File: config.mk
export PLATFORM = sky130hd
export DESIGN_NAME = dm_sbus_arbiter_flat
export DESIGN_NICKNAME = d
export VERILOG_FILES = /design/src/rtl/dm_sbus_arbiter_pkg.sv /design/src/rtl/dm_sbus_arbiter_if.sv /design/src/rtl/dm_sbus_owner_fifo.sv /design/src/rtl/dm_sbus_arbiter.sv /design/src/flat_wrapper.sv
export SDC_FILE = /design/constraint.sdc
export NUM_CORES = 1
export LEC_CHECK = 0
export CELL_PAD_IN_SITES_DETAIL_PLACEMENT = 1
export CELL_PAD_IN_SITES_GLOBAL_PLACEMENT = 1
export CORE_ASPECT_RATIO = 1.25
export CORE_UTILIZATION = 21
export CTS_BUF_LIST = sky130_fd_sc_hd__clkbuf_8
export DETAILED_ROUTE_END_ITERATION = 12
export PLACE_DENSITY_LB_ADDON = 0.1
export SLEW_MARGIN = 20
export SYNTH_ARGS = -nofsm -noshare
export SYNTH_HDL_FRONTEND = slang
export SYNTH_SLANG_ARGS = --single-unit
File: constraint.sdc
create_clock -name clk_i -period 3.1 [get_ports clk_i]
set_input_delay 0.31 -clock clk_i [delete_from_list [all_inputs] [get_ports clk_i]]
set_output_delay 0.31 -clock clk_i [all_outputs]
set_load 0.005 [all_outputs]
File: src/rtl/dm_sbus_arbiter_pkg.sv
// Shared constants and helpers for the debug-module system-bus arbiter slice.
// Requester vectors stay flat, so this package only carries sizing defaults.
package dm_sbus_arbiter_pkg;

  localparam int unsigned SbusNrMasters      = 2;
  localparam int unsigned SbusBusWidth       = 32;
  localparam int unsigned SbusMaxOutstanding = 2;

  // Index width that never collapses to zero bits for single-entry structures.
  function automatic int unsigned idx_width(input int unsigned n);
    return (n > 1) ? $clog2(n) : 1;
  endfunction

endpackage

File: src/rtl/dm_sbus_arbiter_if.sv
// Downstream system-bus port (req/gnt/r_valid protocol) shared by all requesters.
// The arbiter drives it through the master modport; the bus fabric sees the slave side.
interface dm_sbus_arbiter_if
  import dm_sbus_arbiter_pkg::*;
#(
  parameter int unsigned BusWidth = SbusBusWidth
);

  logic                  req;
  logic [BusWidth-1:0]   add;
  logic                  we;
  logic [BusWidth-1:0]   wdata;
  logic [BusWidth/8-1:0] be;
  logic                  gnt;
  logic                  r_valid;
  logic [BusWidth-1:0]   r_rdata;

  modport master (
    output req, add, we, wdata, be,
    input  gnt, r_valid, r_rdata
  );

  modport slave (
    input  req, add, we, wdata, be,
    output gnt, r_valid, r_rdata
  );

endinterface

File: src/rtl/dm_sbus_owner_fifo.sv
// In-order FIFO recording which requester owns each granted-but-unanswered bus access.
// The head is read combinationally so a response can be routed in the cycle it arrives.
module dm_sbus_owner_fifo
  import dm_sbus_arbiter_pkg::*;
#(
  parameter int unsigned DataWidth = 1,
  parameter int unsigned Depth     = SbusMaxOutstanding,
  localparam int unsigned PtrW     = idx_width(Depth),
  localparam int unsigned CntW     = $clog2(Depth + 1)
) (
  input  logic                 clk_i,
  input  logic                 rst_ni,
  input  logic                 push_i,
  input  logic [DataWidth-1:0] data_i,
  input  logic                 pop_i,
  output logic [DataWidth-1:0] data_o,
  output logic                 full_o,
  output logic                 empty_o,
  output logic [CntW-1:0]      count_o
);

  logic [DataWidth-1:0] mem_q [Depth];
  logic [PtrW-1:0]      wr_ptr_q, wr_ptr_d;
  logic [PtrW-1:0]      rd_ptr_q, rd_ptr_d;
  logic [CntW-1:0]      cnt_q, cnt_d;
  logic                 push_ok, pop_ok;

  assign full_o  = (cnt_q == CntW'(Depth));
  assign empty_o = (cnt_q == '0);
  assign count_o = cnt_q;
  assign data_o  = mem_q[rd_ptr_q];

  // A full FIFO still pops; the freed slot is only visible through full_o next cycle.
  assign push_ok = push_i & ~full_o;
  assign pop_ok  = pop_i & ~empty_o;

  always_comb begin
    wr_ptr_d = wr_ptr_q;
    rd_ptr_d = rd_ptr_q;
    cnt_d    = cnt_q;
    if (push_ok) begin
      wr_ptr_d = (wr_ptr_q == PtrW'(Depth - 1)) ? '0 : wr_ptr_q + PtrW'(1);
    end
    if (pop_ok) begin
      rd_ptr_d = (rd_ptr_q == PtrW'(Depth - 1)) ? '0 : rd_ptr_q + PtrW'(1);
    end
    case ({push_ok, pop_ok})
      2'b10:   cnt_d = cnt_q + CntW'(1);
      2'b01:   cnt_d = cnt_q - CntW'(1);
      default: cnt_d = cnt_q;
    endcase
  end

  always_ff @(posedge clk_i or negedge rst_ni) begin
    if (!rst_ni) begin
      wr_ptr_q <= '0;
      rd_ptr_q <= '0;
      cnt_q    <= '0;
      for (int i = 0; i < int'(Depth); i++) begin
        mem_q[i] <= '0;
      end
    end else begin
      wr_ptr_q <= wr_ptr_d;
      rd_ptr_q <= rd_ptr_d;
      cnt_q    <= cnt_d;
      if (push_ok) begin
        mem_q[wr_ptr_q] <= data_i;
      end
    end
  end

endmodule

File: src/rtl/dm_sbus_arbiter.sv
// Round-robin arbiter sharing the debug module's single system-bus master port.
// A waiting request is locked until granted; responses are routed by an in-order owner FIFO.
module dm_sbus_arbiter
  import dm_sbus_arbiter_pkg::*;
#(
  parameter int unsigned NrMasters      = SbusNrMasters,
  parameter int unsigned BusWidth       = SbusBusWidth,
  parameter int unsigned MaxOutstanding = SbusMaxOutstanding
) (
  input  logic                            clk_i,
  input  logic                            rst_ni,
  input  logic [NrMasters-1:0]            req_i,
  input  logic [NrMasters-1:0]            we_i,
  input  logic [NrMasters*BusWidth-1:0]   addr_i,
  input  logic [NrMasters*BusWidth-1:0]   wdata_i,
  input  logic [NrMasters*BusWidth/8-1:0] be_i,
  output logic [NrMasters-1:0]            gnt_o,
  output logic [NrMasters-1:0]            r_valid_o,
  output logic [BusWidth-1:0]             r_rdata_o,
  output logic                            spurious_o,
  dm_sbus_arbiter_if.master               sbus
);

  localparam int unsigned IdxW = idx_width(NrMasters);
  localparam int unsigned BeW  = BusWidth / 8;
  localparam int unsigned CntW = $clog2(MaxOutstanding + 1);

  logic [BusWidth-1:0] addr_arr  [NrMasters];
  logic [BusWidth-1:0] wdata_arr [NrMasters];
  logic [BeW-1:0]      be_arr    [NrMasters];

  logic [IdxW-1:0] rr_ptr_q, rr_ptr_d;
  logic [IdxW-1:0] lock_idx_q, lock_idx_d;
  logic            lock_valid_q, lock_valid_d;
  logic [IdxW-1:0] sel, cand;
  logic            found;
  logic            master_req, handshake;
  logic            fifo_full, fifo_empty;
  logic [IdxW-1:0] head;
  logic [CntW-1:0] fifo_count;

  for (genvar gi = 0; gi < NrMasters; gi++) begin : g_unpack
    assign addr_arr[gi]  = addr_i[gi*BusWidth +: BusWidth];
    assign wdata_arr[gi] = wdata_i[gi*BusWidth +: BusWidth];
    assign be_arr[gi]    = be_i[gi*BeW +: BeW];
  end

  // A held lock pins the selection; otherwise search upward from rr_ptr with wrap.
  always_comb begin
    sel   = lock_idx_q;
    found = lock_valid_q;
    cand  = '0;
    for (int k = 0; k < int'(NrMasters); k++) begin
      cand = IdxW'((int'(rr_ptr_q) + k) % int'(NrMasters));
      if (!found && req_i[cand]) begin
        sel   = cand;
        found = 1'b1;
      end
    end
  end

  assign master_req = (|req_i) & ~fifo_full;
  assign handshake  = master_req & sbus.gnt;

  assign sbus.req   = master_req;
  assign sbus.add   = master_req ? addr_arr[sel]  : '0;
  assign sbus.we    = master_req ? we_i[sel]      : 1'b0;
  assign sbus.wdata = master_req ? wdata_arr[sel] : '0;
  assign sbus.be    = master_req ? be_arr[sel]    : '0;

  assign r_rdata_o  = sbus.r_rdata;
  assign spurious_o = sbus.r_valid & fifo_empty;

  always_comb begin
    gnt_o     = '0;
    r_valid_o = '0;
    if (handshake) begin
      gnt_o[sel] = 1'b1;
    end
    if (sbus.r_valid && !fifo_empty) begin
      r_valid_o[head] = 1'b1;
    end
  end

  always_comb begin
    lock_valid_d = lock_valid_q;
    lock_idx_d   = lock_idx_q;
    rr_ptr_d     = rr_ptr_q;
    if (handshake) begin
      lock_valid_d = 1'b0;
      rr_ptr_d     = (sel == IdxW'(NrMasters - 1)) ? '0 : sel + IdxW'(1);
    end else if (master_req) begin
      lock_valid_d = 1'b1;
      lock_idx_d   = sel;
    end
  end

  always_ff @(posedge clk_i or negedge rst_ni) begin
    if (!rst_ni) begin
      rr_ptr_q     <= '0;
      lock_idx_q   <= '0;
      lock_valid_q <= 1'b0;
    end else begin
      rr_ptr_q     <= rr_ptr_d;
      lock_idx_q   <= lock_idx_d;
      lock_valid_q <= lock_valid_d;
    end
  end

  dm_sbus_owner_fifo #(
    .DataWidth (IdxW),
    .Depth     (MaxOutstanding)
  ) i_owner_fifo (
    .clk_i   (clk_i),
    .rst_ni  (rst_ni),
    .push_i  (handshake),
    .data_i  (sel),
    .pop_i   (sbus.r_valid),
    .data_o  (head),
    .full_o  (fifo_full),
    .empty_o (fifo_empty),
    .count_o (fifo_count)
  );

  // Requester protocol checks: the arbiter relies on these but never corrects them.
  for (genvar gi = 0; gi < NrMasters; gi++) begin : g_req_stable
    assert property (@(posedge clk_i) disable iff (!rst_ni)
      (req_i[gi] && !gnt_o[gi]) |=>
        (req_i[gi] && $stable(we_i[gi])
         && $stable(addr_i[gi*BusWidth +: BusWidth])
         && $stable(wdata_i[gi*BusWidth +: BusWidth])
         && $stable(be_i[gi*BeW +: BeW])));
  end

  assert property (@(posedge clk_i) disable iff (!rst_ni)
    $onehot0(gnt_o) && (fifo_count <= CntW'(MaxOutstanding)));

endmodule

File: src/flat_wrapper.sv
// flat-port wrapper written by rule: the top's interface ports become plain ports
module dm_sbus_arbiter_flat import dm_sbus_arbiter_pkg::*;
#(
  parameter int unsigned NrMasters      = SbusNrMasters,
  parameter int unsigned BusWidth       = SbusBusWidth,
  parameter int unsigned MaxOutstanding = SbusMaxOutstanding
)
  (clk_i, rst_ni, req_i, we_i, addr_i, wdata_i, be_i, gnt_o, r_valid_o, r_rdata_o, spurious_o, sbus_req, sbus_add, sbus_we, sbus_wdata, sbus_be, sbus_gnt, sbus_r_valid, sbus_r_rdata);
  dm_sbus_arbiter_if #(.BusWidth(BusWidth)) sbus_i ();
  input  logic clk_i;
  input  logic rst_ni;
  input  logic [NrMasters-1:0] req_i;
  input  logic [NrMasters-1:0] we_i;
  input  logic [NrMasters*BusWidth-1:0] addr_i;
  input  logic [NrMasters*BusWidth-1:0] wdata_i;
  input  logic [NrMasters*BusWidth/8-1:0] be_i;
  output logic [NrMasters-1:0] gnt_o;
  output logic [NrMasters-1:0] r_valid_o;
  output logic [BusWidth-1:0] r_rdata_o;
  output logic spurious_o;
  output wire logic [$bits(sbus_i.req)-1:0] sbus_req;
  output wire logic [$bits(sbus_i.add)-1:0] sbus_add;
  output wire logic [$bits(sbus_i.we)-1:0] sbus_we;
  output wire logic [$bits(sbus_i.wdata)-1:0] sbus_wdata;
  output wire logic [$bits(sbus_i.be)-1:0] sbus_be;
  input wire logic [$bits(sbus_i.gnt)-1:0] sbus_gnt;
  input wire logic [$bits(sbus_i.r_valid)-1:0] sbus_r_valid;
  input wire logic [$bits(sbus_i.r_rdata)-1:0] sbus_r_rdata;
  assign sbus_req = sbus_i.req;
  assign sbus_add = sbus_i.add;
  assign sbus_we = sbus_i.we;
  assign sbus_wdata = sbus_i.wdata;
  assign sbus_be = sbus_i.be;
  assign sbus_i.gnt = sbus_gnt;
  assign sbus_i.r_valid = sbus_r_valid;
  assign sbus_i.r_rdata = sbus_r_rdata;
  dm_sbus_arbiter #(.NrMasters(NrMasters), .BusWidth(BusWidth), .MaxOutstanding(MaxOutstanding)) u_core (.clk_i(clk_i), .rst_ni(rst_ni), .req_i(req_i), .we_i(we_i), .addr_i(addr_i), .wdata_i(wdata_i), .be_i(be_i), .gnt_o(gnt_o), .r_valid_o(r_valid_o), .r_rdata_o(r_rdata_o), .spurious_o(spurious_o), .sbus(sbus_i));
endmodule
==> results.py <==
metrics = {
    "outcome": {
        "status": "complete, no violations",
    },
    "critical_path": {
        "crit_fanout": 15,
        "cp-start-kind": "primary input",
        "critPathTopFamily": "buffers and inverters",
        "slowest_delay_ns": 0.47,
        "path_buf_inv": 3,
        "cp_common_cell": "clkdlybuf4s50_1",
        "cp_slowest_cell": "clkdlybuf4s50_1",
        "worstPathArrival_ns": 2.51,
        "crit_type": "primary input to output port",
        "required_ns": 2.79,
        "cp-end-kind": "output port",
        "crit_chain": "clkdlybuf4s50_1, nor2b_1, o2bb2ai_4, buf_4, mux2_2, clkdlybuf4s50_1",
    },
    "timing": {
        "worst_pin_slew_ns": 0.6488,
        "finalCritPeriodShare_pct": 90.98,
        "slew_headroom_pct": 56.75,
        "rsz0062_at_grt": "false",
        "fin_crit_ns": 2.820,
        "fin_ws_ns": 0.2795,
        "finClkSkew_ns": 0.007525,
        "finalSetupTns_ns": 0,
        "slew_violations": 0,
        "finalHoldViolations": 0,
        "setup_viol": 0,
        "max_freq_mhz": 354.6,
        "holdWs_ns": 0.3738,
    },
    "yosys": {
        "async_reset_ff_share_pct": 100.0,
        "ys_types": 22,
        "synth_seq_cells": 9,
        "synth-edff-count": 0,
        "synth_cells": 322,
        "dominantRegCellSynth": "dfrtp_1",
        "synth.net_count": 499,
        "yosys.area.top_type": "nor3b_1",
        "yosysSeqAreaShare_pct": 8.322,
        "synth_area_um2": 2706,
        "yosysWarningCount": 0,
        "synth_area_leaders": "nor3b_1 39%, mux2_2 29%, buf_4 9.2%, dfrtp_1 8.3%, buf_2 3.7%",
        "syn_avg_cell_area_um2": 8.405,
        "synthDominantCellAreaShare_pct": 38.56,
    },
    "clock_network": {
        "clk_pin_slew_ns": 0.05,
        "cts_buffer_depth": 2,
        "clock_latency_ns": 0.24,
        "root_buffer": "clkbuf_8",
        "cts_inserted_buffers": 3,
        "cts_tree": "done",
        "clock_sinks": 9,
        "post_cts_resized": 0,
        "cts_hold_buf": 0,
        "post_cts_buffers": 0,
        "cts-htree-levels": 1,
    },
    "global_route": {
        "grt_usage_pct": 15.55,
        "antenna_found_initial": 0,
        "overflow": 0,
        "grt_util_met3_pct": 3.647,
        "grt_max_degree": 80,
        "busiest_layer": "met2",
        "grt_pass1_vias": 3082,
        "grt_pass1_wl_mm": 16.83,
        "use_met1_pct": 15.75,
        "use_met2_pct": 31.19,
    },
    "floorplan": {
        "die-area_um2": 13350,
        "die_h_um": 128.9,
        "rows": 46,
        "die_x_um": 103.5,
        "start_util_pct": 21.47,
        "core_area_um2": 12600,
        "ios": 283,
    },
    "layout": {
        "final_layout_size_suffix_gt1_share_pct": 17.67,
        "n_fill_cell": 1445,
        "post-route-util_pct": 38.56,
        "seq_area_um2": 225.2,
        "area_growth_pct": 79.61,
        "multi_input_area_um2": 2069,
        "antenna-diode-count": 0,
        "fin_area_um2": 4861,
        "nNetsFinal": 659,
    },
    "worst_hold_path": {
        "hold_class": "primary input to async pin",
    },
    "routing": {
        "viasPerCell": 4.641,
        "via_count": 3012,
        "drtPass1Iterations": 7,
        "initialDrtViolationCount": 116,
        "finalWirelength_mm": 11.03,
        "wl_per_cell_um": 17.00,
        "ant_nets": 0,
        "drc_errors": 0,
    },
    "placed_design": {
        "place_congestion": 0.7430,
        "pre_cts_ws_ns": 0.2421,
        "dp_hpwl_mm": 8.477,
        "post_dp_cell_area_um2": 4816,
        "port_buffers": 218,
    },
    "pwr": {
        "power.leakage_nw": 1.702,
        "ir_drop_uv": 309.4,
        "seqPwrFrac_pct": 7.4,
        "clockPowerShare_pct": 4.4,
        "power.switching_mw": 1.222,
        "p_int_mw": 1.975,
        "comb_power_share_pct": 88.2,
        "p_sw_share_pct": 38.23,
        "power_density_nw_per_um2": 657.7,
    },
    "run": {
        "maxCapViolations": 0,
    },
}
state kept, by name, indices dropped and copies added (netlist names):
signal                        cells
u_core.rr_ptr_q                   1
u_core.lock_idx_q                 1
u_core.i_owner_fifo.mem_q         2
u_core.i_owner_fifo.wr_ptr_q      1
u_core.lock_valid_q               1
u_core.i_owner_fifo.rd_ptr_q      1
u_core.i_owner_fifo.count_o       2
path summary, 6_finish.rpt:
check	endpoint	slack (ns)	depth (start not counted)	start
worst min register to register	u_core.i_owner_fifo.rd_ptr_q$_DFFE_PN0P_	0.49	1	u_core.i_owner_fifo.rd_ptr_q$_DFFE_PN0P_
worst max register to register	u_core.i_owner_fifo.count_o[1]$_DFFE_PN0P_	1.30	6	u_core.i_owner_fifo.count_o[1]$_DFFE_PN0P_
max in group asynchronous	u_core.i_owner_fifo.wr_ptr_q$_DFFE_PN0P_	2.42	1	rst_ni
worst max-delay path	sbus_wdata[28]	0.28	6	req_i[1]
worst min-delay path	u_core.i_owner_fifo.count_o[1]$_DFFE_PN0P_	0.37	1	rst_ni
min in group clk_i	u_core.i_owner_fifo.rd_ptr_q$_DFFE_PN0P_	0.49	1	u_core.i_owner_fifo.rd_ptr_q$_DFFE_PN0P_
metal layers:
layer,wire length [um],vias up
li1,-,1444
met1,4044,1422
met2,5972,127
met3,752,19
met4,263,0
met5,0,-
Yosys cell counts, types with 2 or more instances:
library cell / n
mux2_2: 69
dfrtp_1: 9
nor2_1: 5
buf_2: 20
o31ai_1: 3
xnor2_1: 5
nor2b_1: 5
inv_1: 3
nand2_1: 2
buf_4: 33
buf_6: 2
nor3b_1: 139
clkbuf_1: 16
o41ai_1: 3
per-stage QoR:
step,cells,power [mW]
finish,649,3.197
CTS,649,3.268
floorplan,322,1.748
detailed placement,645,3.105
global route,649,3.456
global placement,645,3.066
final cells by class:
| type | instances | area share (%) |
|---|---|---|
| tap | 168 | 4.324 |
| inverter | 3 | 0.2317 |
| clock buffer | 3 | 0.8494 |
| clock inverter | 1 | 0.07722 |
| multi-input combinational | 238 | 42.57 |
| sequential | 9 | 4.633 |
| timing repair buffer | 227 | 47.31 |
layout by cell type, fill, tap and decap left out, types with 4 or more instances in the layout:
master and n:
nor2b_1 4, nor2_1 4, xnor2_1 5, nor3b_1 139, dfrtp_1 9, clkdlybuf4s50_1 218, buf_4 5, mux2_2 69
inv_1 4, buf_12 4
power by group through the flow:
stage | logic (mW) | registers [mW] | clock network, mW
finish | 2.82 | 0.236 | 0.142
detailed placement | 2.87 | 0.238 | 0
floorplan | 1.53 | 0.214 | 0
global route | 3.07 | 0.243 | 0.147
global placement | 2.83 | 0.235 | 0
CTS | 2.89 | 0.237 | 0.146
kinds of logic after synthesis:
group,after synthesis,share of synthesized area (%)
XOR/XNOR,5,1.618
flip-flops,9,8.322
AO/OA/AOI/OAI,9,2.589
multiplexers,71,29.63
buffers and inverters,75,16.46
adder cells (fa/ha/maj),1,0.4622
AND/OR/NAND/NOR,152,40.92
No activity file was read; power rests on OpenSTA's default activity.
